===== config.mk =====
export PLATFORM = sky130hd
export DESIGN_NAME = hazard_controller
export DESIGN_NICKNAME = d
export VERILOG_FILES = /design/src/rtl/riscv_pkg.sv /design/src/rtl/hazard_decode.sv /design/src/rtl/hazard_controller.sv
export SDC_FILE = /design/constraint.sdc
export NUM_CORES = 1
export LEC_CHECK = 0
export BUFFER_PORTS_ARGS = -buffer_cell sky130_fd_sc_hd__clkbuf_2
export CORE_MARGIN = 8
export CORE_UTILIZATION = 53
export DETAILED_ROUTE_END_ITERATION = 8
export PLACE_DENSITY_LB_ADDON = 0.25
export SYNTH_ARGS = -nofsm -noshare
export SYNTH_HDL_FRONTEND = slang
export SYNTH_SLANG_ARGS = --single-unit

===== constraint.sdc =====
create_clock -name clk -period 2.8 [get_ports clk]
set_input_delay 0.56 -clock clk [delete_from_list [all_inputs] [get_ports clk]]
set_output_delay 0.56 -clock clk [all_outputs]
set_load 0.01 [all_outputs]

===== src/rtl/riscv_pkg.sv =====
// Shared opcode constants, forwarding encoding, FSM states and shadow-stage
// types for the hazard controller.
package riscv_pkg;

  localparam logic [6:0] OP_REG    = 7'b0110011;
  localparam logic [6:0] OP_IMM    = 7'b0010011;
  localparam logic [6:0] OP_LOAD   = 7'b0000011;
  localparam logic [6:0] OP_STORE  = 7'b0100011;
  localparam logic [6:0] OP_BRANCH = 7'b1100011;
  localparam logic [6:0] OP_JALR   = 7'b1100111;
  localparam logic [6:0] OP_JAL    = 7'b1101111;
  localparam logic [6:0] OP_LUI    = 7'b0110111;
  localparam logic [6:0] OP_AUIPC  = 7'b0010111;

  localparam logic [1:0] FWD_RF  = 2'b00;
  localparam logic [1:0] FWD_MEM = 2'b10;
  localparam logic [1:0] FWD_WB  = 2'b01;

  typedef enum logic [1:0] {
    ST_RUN      = 2'd0,
    ST_LU_STALL = 2'd1,
    ST_MEM_WAIT = 2'd2
  } state_t;

  typedef struct packed {
    logic [4:0] rd;
    logic [4:0] rs1;
    logic [4:0] rs2;
    logic       reg_write;
    logic       is_load;
  } ex_stage_t;

  typedef struct packed {
    logic [4:0] rd;
    logic       reg_write;
  } wb_stage_t;

  // MEM/WB is only the fallback: the younger MEM result always wins.
  function automatic logic [1:0] fwd_src(input logic [4:0] rs,
                                         input wb_stage_t mem,
                                         input wb_stage_t wb);
    if (mem.reg_write && mem.rd != 5'd0 && mem.rd == rs) return FWD_MEM;
    if (wb.reg_write && wb.rd != 5'd0 && wb.rd == rs) return FWD_WB;
    return FWD_RF;
  endfunction

endpackage


===== src/rtl/hazard_decode.sv =====
// Combinational decode of the IF/ID instruction into the register-usage
// fields the hazard logic needs.
module hazard_decode
  import riscv_pkg::*;
(
  input  logic [31:0] id_instr,
  output logic        uses_rs1,
  output logic        uses_rs2,
  output logic        reg_write,
  output logic        is_load,
  output logic [4:0]  rs1,
  output logic [4:0]  rs2,
  output logic [4:0]  rd
);

  logic unused_fields;
  assign unused_fields = ^{id_instr[31:25], id_instr[14:12]};

  assign rd  = id_instr[11:7];
  assign rs1 = id_instr[19:15];
  assign rs2 = id_instr[24:20];

  always_comb begin
    uses_rs1  = 1'b0;
    uses_rs2  = 1'b0;
    reg_write = 1'b0;
    is_load   = 1'b0;
    case (id_instr[6:0])
      OP_REG: begin
        uses_rs1  = 1'b1;
        uses_rs2  = 1'b1;
        reg_write = 1'b1;
      end
      OP_IMM, OP_JALR: begin
        uses_rs1  = 1'b1;
        reg_write = 1'b1;
      end
      OP_LOAD: begin
        uses_rs1  = 1'b1;
        reg_write = 1'b1;
        is_load   = 1'b1;
      end
      OP_STORE, OP_BRANCH: begin
        uses_rs1 = 1'b1;
        uses_rs2 = 1'b1;
      end
      OP_JAL, OP_LUI, OP_AUIPC: reg_write = 1'b1;
      default: ;
    endcase
  end

endmodule


===== src/rtl/hazard_controller.sv =====
// Pipeline hazard controller: load-use stalls, taken-branch flushes,
// memory-wait freezes and EX operand forwarding from shadow stages.
module hazard_controller
  import riscv_pkg::*;
(
  input  logic        clk,
  input  logic        rst_n,
  input  logic [31:0] id_instr,
  input  logic        id_valid,
  input  logic        ex_branch_taken,
  input  logic        mem_ready,
  output logic        pc_en,
  output logic        pc_sel_branch,
  output logic        ifid_en,
  output logic        ifid_flush,
  output logic        idex_flush,
  output logic [1:0]  fwd_a,
  output logic [1:0]  fwd_b,
  output logic [15:0] stall_count
);

  state_t    state_q, state_d;
  ex_stage_t ex_q;
  wb_stage_t mem_q, wb_q;

  logic       id_uses_rs1, id_uses_rs2, id_reg_write, id_is_load;
  logic [4:0] id_rs1, id_rs2, id_rd;
  logic       lu_hazard;
  logic       enter_stall;

  hazard_decode u_decode (
    .id_instr  (id_instr),
    .uses_rs1  (id_uses_rs1),
    .uses_rs2  (id_uses_rs2),
    .reg_write (id_reg_write),
    .is_load   (id_is_load),
    .rs1       (id_rs1),
    .rs2       (id_rs2),
    .rd        (id_rd)
  );

  assign lu_hazard = id_valid && ex_q.is_load && (ex_q.rd != 5'd0) &&
                     ((id_uses_rs1 && id_rs1 == ex_q.rd) ||
                      (id_uses_rs2 && id_rs2 == ex_q.rd));

  assign fwd_a = fwd_src(ex_q.rs1, mem_q, wb_q);
  assign fwd_b = fwd_src(ex_q.rs2, mem_q, wb_q);

  // Priority: reset, then memory wait, then branch, then load-use.
  always_comb begin
    pc_en         = 1'b1;
    pc_sel_branch = 1'b0;
    ifid_en       = 1'b1;
    ifid_flush    = 1'b0;
    idex_flush    = 1'b0;
    enter_stall   = 1'b0;
    state_d       = ST_RUN;
    if (!rst_n) begin
      pc_en      = 1'b0;
      ifid_en    = 1'b0;
      ifid_flush = 1'b1;
      idex_flush = 1'b1;
    end else if (!mem_ready) begin
      pc_en   = 1'b0;
      ifid_en = 1'b0;
      state_d = ST_MEM_WAIT;
    end else if (state_q != ST_LU_STALL) begin
      if (ex_branch_taken) begin
        pc_sel_branch = 1'b1;
        ifid_flush    = 1'b1;
        idex_flush    = 1'b1;
      end else if (lu_hazard) begin
        pc_en       = 1'b0;
        ifid_en     = 1'b0;
        idex_flush  = 1'b1;
        enter_stall = 1'b1;
        state_d     = ST_LU_STALL;
      end
    end
  end

  always_ff @(posedge clk or negedge rst_n) begin
    if (!rst_n) begin
      state_q     <= ST_RUN;
      ex_q        <= '0;
      mem_q       <= '0;
      wb_q        <= '0;
      stall_count <= '0;
    end else begin
      state_q <= state_d;
      if (enter_stall && stall_count != 16'hFFFF)
        stall_count <= stall_count + 16'd1;
      if (mem_ready) begin
        wb_q  <= mem_q;
        mem_q <= '{rd: ex_q.rd, reg_write: ex_q.reg_write};
        if (idex_flush || !id_valid)
          ex_q <= '0;
        else
          ex_q <= '{rd: id_rd, rs1: id_rs1, rs2: id_rs2,
                    reg_write: id_reg_write, is_load: id_is_load};
      end
    end
  end

endmodule


; ---- Yosys cells after proc, flatten, opt, wreduce, memory -nomap -nowiden
; Cells that the tools add are included.
[totals]
out_inout_bits = 25
input_bits = 37
reg_bits = 47
elab_cells = 93
[op_classes]
n_eq_ne = 17
addsub = 1
mux = 43
n_reduce_logical = 21
[ops]
columns = cell, count
row1 = 1-bit 2-to-1 mux, 32
row2 = 5-bit equality test, 6
row3 = "7-bit by 6-bit equality test with 1-bit output, second input constant", 3
row4 = "7-bit equality test, second input constant", 3
row5 = 2-bit 2-to-1 mux, 10
row6 = 17-bit 2-to-1 mux, 1
row7 = "16-bit by 1-bit adder with 16-bit output, second input constant", 1
row8 = "16-bit != test, second input constant", 1
row9 = 5-bit nonzero test, 3
row10 = "7-bit by 5-bit equality test with 1-bit output, second input constant", 2
row11 = 1-bit logical AND, 12
row12 = "7-bit by 2-bit equality test with 1-bit output, second input constant", 1
row13 = 7-bit OR reduction, 1
row14 = 6-bit OR reduction, 1
row15 = 3-bit OR reduction, 1
row16 = 1-bit logical OR, 2
row17 = "2-bit by 1-bit != test with 1-bit output, second input constant", 1
row18 = 1-bit logical NOT, 1

; ---- Depth between registers and ports, before layout
; Gate-level depths: netlist of the first run.
[depth]
word_depth = 13
depth_mapped = 7
mapped_depth_nobuf = 6

; ---- Hierarchy
; A second synthesis of the first run with hierarchy kept.
[hier_totals]
hier_cells = 225
area_unflattened_um2 = 2578.7
[modules_own_cells]
columns = module, area_per_inst_um2, cells_each, n_inst
row1 = hazard_controller, 2368.5, 199, 1
row2 = hazard_decode, 210.2, 26, 1

; ---- Worst setup path before layout of the first run
; Ideal clock, no wire load.
[synth_path]
path_type = input-to-output
start = in id_instr[3]
end = out pc_en
path_buffers = 2
stages = 6
arrival_time_ps = 1864
required_time_ps = 2240
setup_slack_ps = 376
path_cell_list = and3b_1 nand2_1 o32ai_1 buf_2 a31oi_1 buf_4
[synth_between]
elab_chain_len = 11
elab_cells_between_ends = 19
cone_classes = eq/ne: 6 / mux: 7 / reduce/logical: 6
[synth_rtl]
columns = item, line
row1 = from (decl), hazard_controller.sv:8  ; input logic [31:0] id_instr,
row2 = 7-bit by 6-bit equality test with 1-bit output (tied with other cells), hazard_decode.sv:28  ; case (id_instr[6:0])
row3 = 6-bit OR reduction (no source line) / 3-bit OR reduction (equally long branches), -
row4 = 1-bit 2-to-1 mux, hazard_decode.sv:28
row5 = "1-bit logical AND, on equally long branches", "hazard_controller.sv:43, hazard_controller.sv:44"
row6 = 1-bit logical OR *, hazard_controller.sv:43  ; ((id_uses_rs1 && id_rs1 == ex_q.rd) ||
row7 = 1-bit logical AND *, hazard_controller.sv:42  ; assign lu_hazard = id_valid && ex_q.is_load && (ex_q.rd != 5'd0) &&
row8 = 1-bit 2-to-1 mux * (5 in a row), -
row9 = to (decl), hazard_controller.sv:12  ; output logic pc_en,
; Every way passes the cells marked *; elsewhere a longest branch is shown, timed or not.

; ---- Worst setup path after layout of the first run
[layout_path]
start = reg mem_q[2] in the netlist's numbering
end = out fwd_b[0]
[layout_between]
elab_chain_len = 5
elab_cells_between_ends = 6
cone_classes = eq/ne: 1 / mux: 2 / reduce/logical: 3
[layout_rtl]
columns = item, line
row1 = from (decl), hazard_controller.sv:24  ; wb_stage_t mem_q, wb_q;
row2 = from (signal assigned), hazard_controller.sv:95  ; mem_q <= '{rd: ex_q.rd, reg_write: ex_q.reg_write};
row3 = 5-bit nonzero test, riscv_pkg.sv:42  ; if (mem.reg_write && mem.rd != 5'd0 && mem.rd == rs) return FWD_MEM;
row4 = 1-bit logical AND, riscv_pkg.sv:42
row5 = 1-bit logical AND *, riscv_pkg.sv:42
row6 = 1-bit 2-to-1 mux *, riscv_pkg.sv:42
row7 = 2-bit 2-to-1 mux *, riscv_pkg.sv:43  ; if (wb.reg_write && wb.rd != 5'd0 && wb.rd == rs) return FWD_WB;
row8 = to (decl), hazard_controller.sv:18  ; output logic [1:0] fwd_b,
; Marks and branches as above.

==> metrics.txt, run 1 <==
outcome=finished clean; DRC=0; Placement Rows=25; post-DP HPWL=4450 um; largest net degree at the start of global routing=43; clk_lat worst skew=0.30 ns; synth unique cells=42; Core ar.=0.004629 sq mm; post-synthesis sequential area ratio=0.4707; die area=0.007167 sq mm; io pins=62; vias in the first global route=2121; first-pass detailed-route iteration total=4; syn_nets=264; Worst R2R Start=ex_q[13]; max_cap viols=0; Worst Slack Setup Final=0.1722 ns; Yosys reg bits=47; IO Port Bufs=51; routability congestion estimate=0.9211; Post-Synthesis Cells=226; initial antenna violation count=0; GR Util met3=0.04976; LEAKAGE=1.414 nW; met2 Use GR=0.2913; Setup violations, final=0; r2r setup slk=0.50 ns; Setup Total Neg Slack=0 ns; CTS buffer count=5; share of cells above drive strength 1=0.3239; final wirelength=5836 um; Post-synth EDFFs=0; RSZ-0062 raised after global routing=no; H-tree lvl count=2; DR vias=1970; placed cells=330; worst setup path class=register to output pin; Max transition margin=0.5105; Most Crowded Layer GR=met2; worst slew pin tran=0.7319 ns; CP Data Required Time=2.24 ns; max-slew violations=0; first-pass GRT wire length=9970 um; Overall Global Routing Usage=0.1742; vias per cell=5.828; Ys Warns=0; commonest register cell after synthesis=dfrtp_1; Wirelength per Cell=17.27 um; reg2reg path depth=4; fmax=380.5 MHz; die height=84.66 um; PwrDens=438.4 mW/mm^2; clock net sink count=47; GR met1 Demand/Resource=0.1995; GR Overflow Total=0; ant diodes=0; die width=84.66 um; Core Util, Final=0.6305; Setup crit start kind=register; P&R area growth vs syn=16.83%; post-CTS setup buffers=0; Mean Syn Cell Area=11.06 sq um; Worst-path clk slew=0.08 ns; final hold vios=0; Arrival @ worst endpoint=2.07 ns; worst-path maximum fanout=5; crit share post-route=0.9385; Initial Util=0.5397; Max VDD drop=0.2774 mV; skew final=0.008244 ns; Hold Crit Class=input pin to async pin; final worst path period need=2.628 ns; Worst R2R End=ex_q[11]; layout net count=321; Post-Layout Cell Count=338; CTS tree=built; critical path endpoint category=output pin; root buf cell=clkbuf_8; Routed Antenna Nets=0; Post-synth ARST share=1.000; mapped cell area=0.002499 sq mm; setup slack at placement=0.2630 ns; maximum root-to-sink buffer count=2; Initial DRC Count=170
## synth_stat cells, types with 2 or more instances
cell type,count,share of area
dfrtp_1,47,0.47
xnor2_1,31,0.11
nand4_1,16,0.040
xor2_1,14,0.049
mux2_2,13,0.059
nand2_1,12,0.018
nor2_1,11,0.017
a22o_2,10,0.040
nand3_1,10,0.020
a22o_1,7,0.025
nor4_1,7,0.018
o21ai_0,4,0.0080
or4_1,4,0.012
and3_1,3,0.0075
clkbuf_1,3,0.0045
inv_1,3,0.0045
nor3_1,3,0.0060
and3b_1,2,0.0070
and4_1,2,0.0070
buf_2,2,0.0040
## per-stage QoR
step	total power, mW	hold WS [ns]	instance area (sq um)
global route	1.343	0.09311	2919
CTS	1.298	0.08628	2912
finish	1.280	0.1049	2919
global placement	0.8981	0.4216	2830
detailed placement	0.9034	0.4206	2830
floorplan	0.8324	0.2644	2499
## how the worst max path moves through the flow
stage                 endpoint  cells after the start        start  slack (ns)
floorplan                pc_en                      6  id_instr[3]        0.38
global placement    idex_flush                      7  id_instr[2]        0.27
detailed placement  idex_flush                      7  id_instr[3]        0.26
CTS                   fwd_a[0]                      5     mem_q[2]        0.04
global route          fwd_b[0]                      5     mem_q[2]       0.006
finish                fwd_b[0]                      5     mem_q[2]        0.17
## state kept, by name, indices dropped and copies added (netlist names)
register     cells
wb_q             6
ex_q            17
stall_count     16
state_q          2
mem_q            6
## per-layer routing
layer | share of wire | vias to the layer above
met5 | 0 | -
met4 | 0.019 | 0
met1 | 0.43 | 961
met3 | 0.052 | 10
met2 | 0.50 | 51
li1 | - | 948
## cell type report
| class | instances | area (sq um) |
|---|---|---|
| Sequential cell | 47 | 1176 |
| Timing Repair Buffer | 58 | 307.8 |
| Fill cell | 399 | 1710 |
| Clock buffer | 7 | 76.32 |
| Multi-Input combinational cell | 167 | 1271 |
| Tap cell | 54 | 67.56 |
| Clock inverter | 1 | 5.005 |
| Inverter | 4 | 15.01 |
## kinds of logic after synthesis
kind of cell             Yosys count  share of synthesized area
AND/OR/NAND/NOR                   78                     0.1788
flip-flops                        47                     0.4707
XOR/XNOR                          45                     0.1577
AO/OA/AOI/OAI                     30                     0.1057
multiplexers                      13                    0.05859
buffers and inverters             12                    0.02353
adder cells (fa/ha/maj)            1                   0.005007
## power breakdown
group | leakage, nW | switching (mW) | internal, mW | total (mW)
Clock | 0.0422 | 0.214 | 0.175 | 0.390
Combinational | 0.725 | 0.0788 | 0.0797 | 0.158
Sequential | 0.647 | 0.0312 | 0.700 | 0.731
## cells in the final DEF, fill, tap and decap left out, types with 2 or more instances in the layout
| cell type | instances |
|---|---|
| and4_1 | 2 |
| o21ai_0 | 3 |
| nand3_1 | 10 |
| and3b_1 | 2 |
| nand2_1 | 12 |
| clkbuf_8 | 5 |
| and3_1 | 3 |
| clkbuf_1 | 2 |
| xor2_1 | 14 |
| nor4_1 | 7 |
| or4_1 | 4 |
| clkbuf_2 | 51 |
| inv_1 | 3 |
| nor2_1 | 11 |
| dfrtp_1 | 47 |
| buf_4 | 7 |
| mux2_2 | 13 |
| a22o_2 | 10 |
| nand4_1 | 16 |
| xnor2_1 | 31 |
| nor3_1 | 3 |
| a22o_1 | 7 |
## repair_timing
action	4_1_cts	5_1_grt
resized for setup	0	2
hold buffers	0	0
setup endpoints to repair	0	3
endpoints found under the hold margin	0	0
## worst max-delay path, stage by stage, from the launching register on
cell	delay, ns
dfrtp_1	0.46
or4_1	0.55
o21ai_1	0.19
nor4_1	0.11
nor4_1	0.28
clkbuf_2	0.18
No activity file was read; power rests on OpenSTA's default activity.
==> run 2, diff against run 1 <==
CAP_MARGIN = 20   (was unset)
CORE_ASPECT_RATIO = 2   (was unset)
HOLD_SLACK_MARGIN = 0.12   (was unset)
==> metrics.txt, run 2 (same netlist as run 1, synthesis figures left out) <==
outcome=finished clean; CTS buffer count=5; Core ar.=0.004554 sq mm; post-route cell area=0.002982 sq mm; DRC=0; Max VDD drop=0.4352 mV; biggest regs=ex_q x17, stall_count x16; Placed Area=0.002831 sq mm; FF/Latch Area=0.001176 sq mm; largest net degree at the start of global routing=45; worst setup path class=register to output pin; critical path endpoint category=output pin; worst-path maximum fanout=5; routability congestion estimate=0.8315; Setup Total Neg Slack=0 ns; layout net count=322; worst slew pin tran=0.7506 ns; final worst path period need=2.693 ns; vias per cell=5.944; clk_lat worst skew=0.30 ns; CP Data Required Time=2.24 ns; max_cap viols=0; LEAKAGE=1.439 nW; DR vias=2021; Setup violations, final=0; P&R area growth vs syn=19.33%; first-pass detailed-route iteration total=4; fillers=405; initial antenna violation count=0; Hold Crit Class=input pin to register; Worst-path clk slew=0.08 ns; Placement Rows=35; die width=64.55 um; Wirelength per Cell=18.78 um; PwrDens=472.3 mW/mm^2; Initial DRC Count=34; io pins=62; ant diodes=0; Initial Util=0.5486; root buf cell=clkbuf_8; Reg with most FFs=ex_q; Setup crit start kind=register; multi-input logic area=0.001286 sq mm; max-slew violations=0; total power=1.408 mW; critical-path cell with the highest stage delay=or4_1; IO Port Bufs=51; clock net sink count=47; first-pass GRT wire length=10420 um; final hold vios=0; maximum root-to-sink buffer count=2; fmax=371.4 MHz; final wirelength=6385 um; Max transition margin=0.4980; Routed Antenna Nets=0; die area=0.007301 sq mm; CP dominant cell by count=nor4_1; worst-path cell chain=or4_1 -> o21ai_2 -> nor4_1 -> nor4_1 -> clkbuf_2; crit share post-route=0.9616; max reg flops=17; slowest stage delay, CP=0.59 ns; RSZ-0062 raised after global routing=no; Arrival @ worst endpoint=2.13 ns; skew final=0.003366 ns; vias in the first global route=2266; die height=113.1 um; Overall Global Routing Usage=0.1798; share of cells above drive strength 1=0.3333; most common cell after layout, fill and taps aside=clkbuf_2; crit path buf inv count=1; H-tree lvl count=2; Top Family by Delay on Critical Path=simple AND/OR/NAND/NOR gates; GR Overflow Total=0; most frequent cells in the layout=clkbuf_2 (51), dfrtp_1 (47), xnor2_1 (31), nand4_1 (16), xor2_1 (14); post-DP HPWL=4999 um; CTS tree=built
## run 2: power by group
part | switching [mW] | internal, mW
Combinational | 0.0821 | 0.0790
Sequential | 0.0324 | 0.700
Clock | 0.226 | 0.289
## run 2: per-stage QoR
step | util | setup slack, ns | cells | hold slack, ns
global route | 0.6547 | 0.01246 | 340 | 0.4703
global placement | 0.6217 | 0.1091 | 331 | 0.4186
CTS | 0.6514 | 0.03202 | 340 | 0.4722
detailed placement | 0.6217 | 0.1002 | 331 | 0.4154
finish | 0.6547 | 0.1075 | 340 | 0.4803
floorplan | - | 0.3761 | 226 | 0.2644
## run 2: final cells by class
type                            instances  area share
Inverter                                4    0.005036
Tap cell                               55     0.02308
Clock inverter                          2     0.01175
Multi-Input combinational cell        167      0.4314
Clock buffer                            6     0.02770
Sequential cell                        47      0.3945
Timing Repair Buffer                   59      0.1066
## run 2: final timing paths
kind                                        end  slack, ns  cells past startpoint             from
worst max-delay path                   fwd_a[0]       0.11                      5         mem_q[2]
worst min register to register  stall_count[10]       0.51                      1  stall_count[10]
max in group asynchronous       stall_count[12]       1.34                      3            rst_n
worst max register to register          ex_q[8]       0.48                      4         ex_q[13]
min in group asynchronous       stall_count[10]       0.68                      2            rst_n
worst min-delay path                   ex_q[15]       0.48                      2     id_instr[10]
## run 2: metal layers
| layer | share of wire | GRT usage | vias up | wire [um] |
|---|---|---|---|---|
| met3 | 0.028 | 0.02770 | 15 | 181 |
| met2 | 0.58 | 0.3545 | 56 | 3702 |
| met5 | 0 | 0 | - | 0 |
| li1 | - | - | 953 | - |
| met1 | 0.36 | 0.1638 | 997 | 2308 |
| met4 | 0.030 | 0.09384 | 0 | 193 |
## run 2: repair_timing
action,in CTS,in global routing
setup buffers,0,0
hold buffers,1,0
setup endpoints to repair,4,3
resized for setup,2,2
endpoints found under the hold margin,4,0
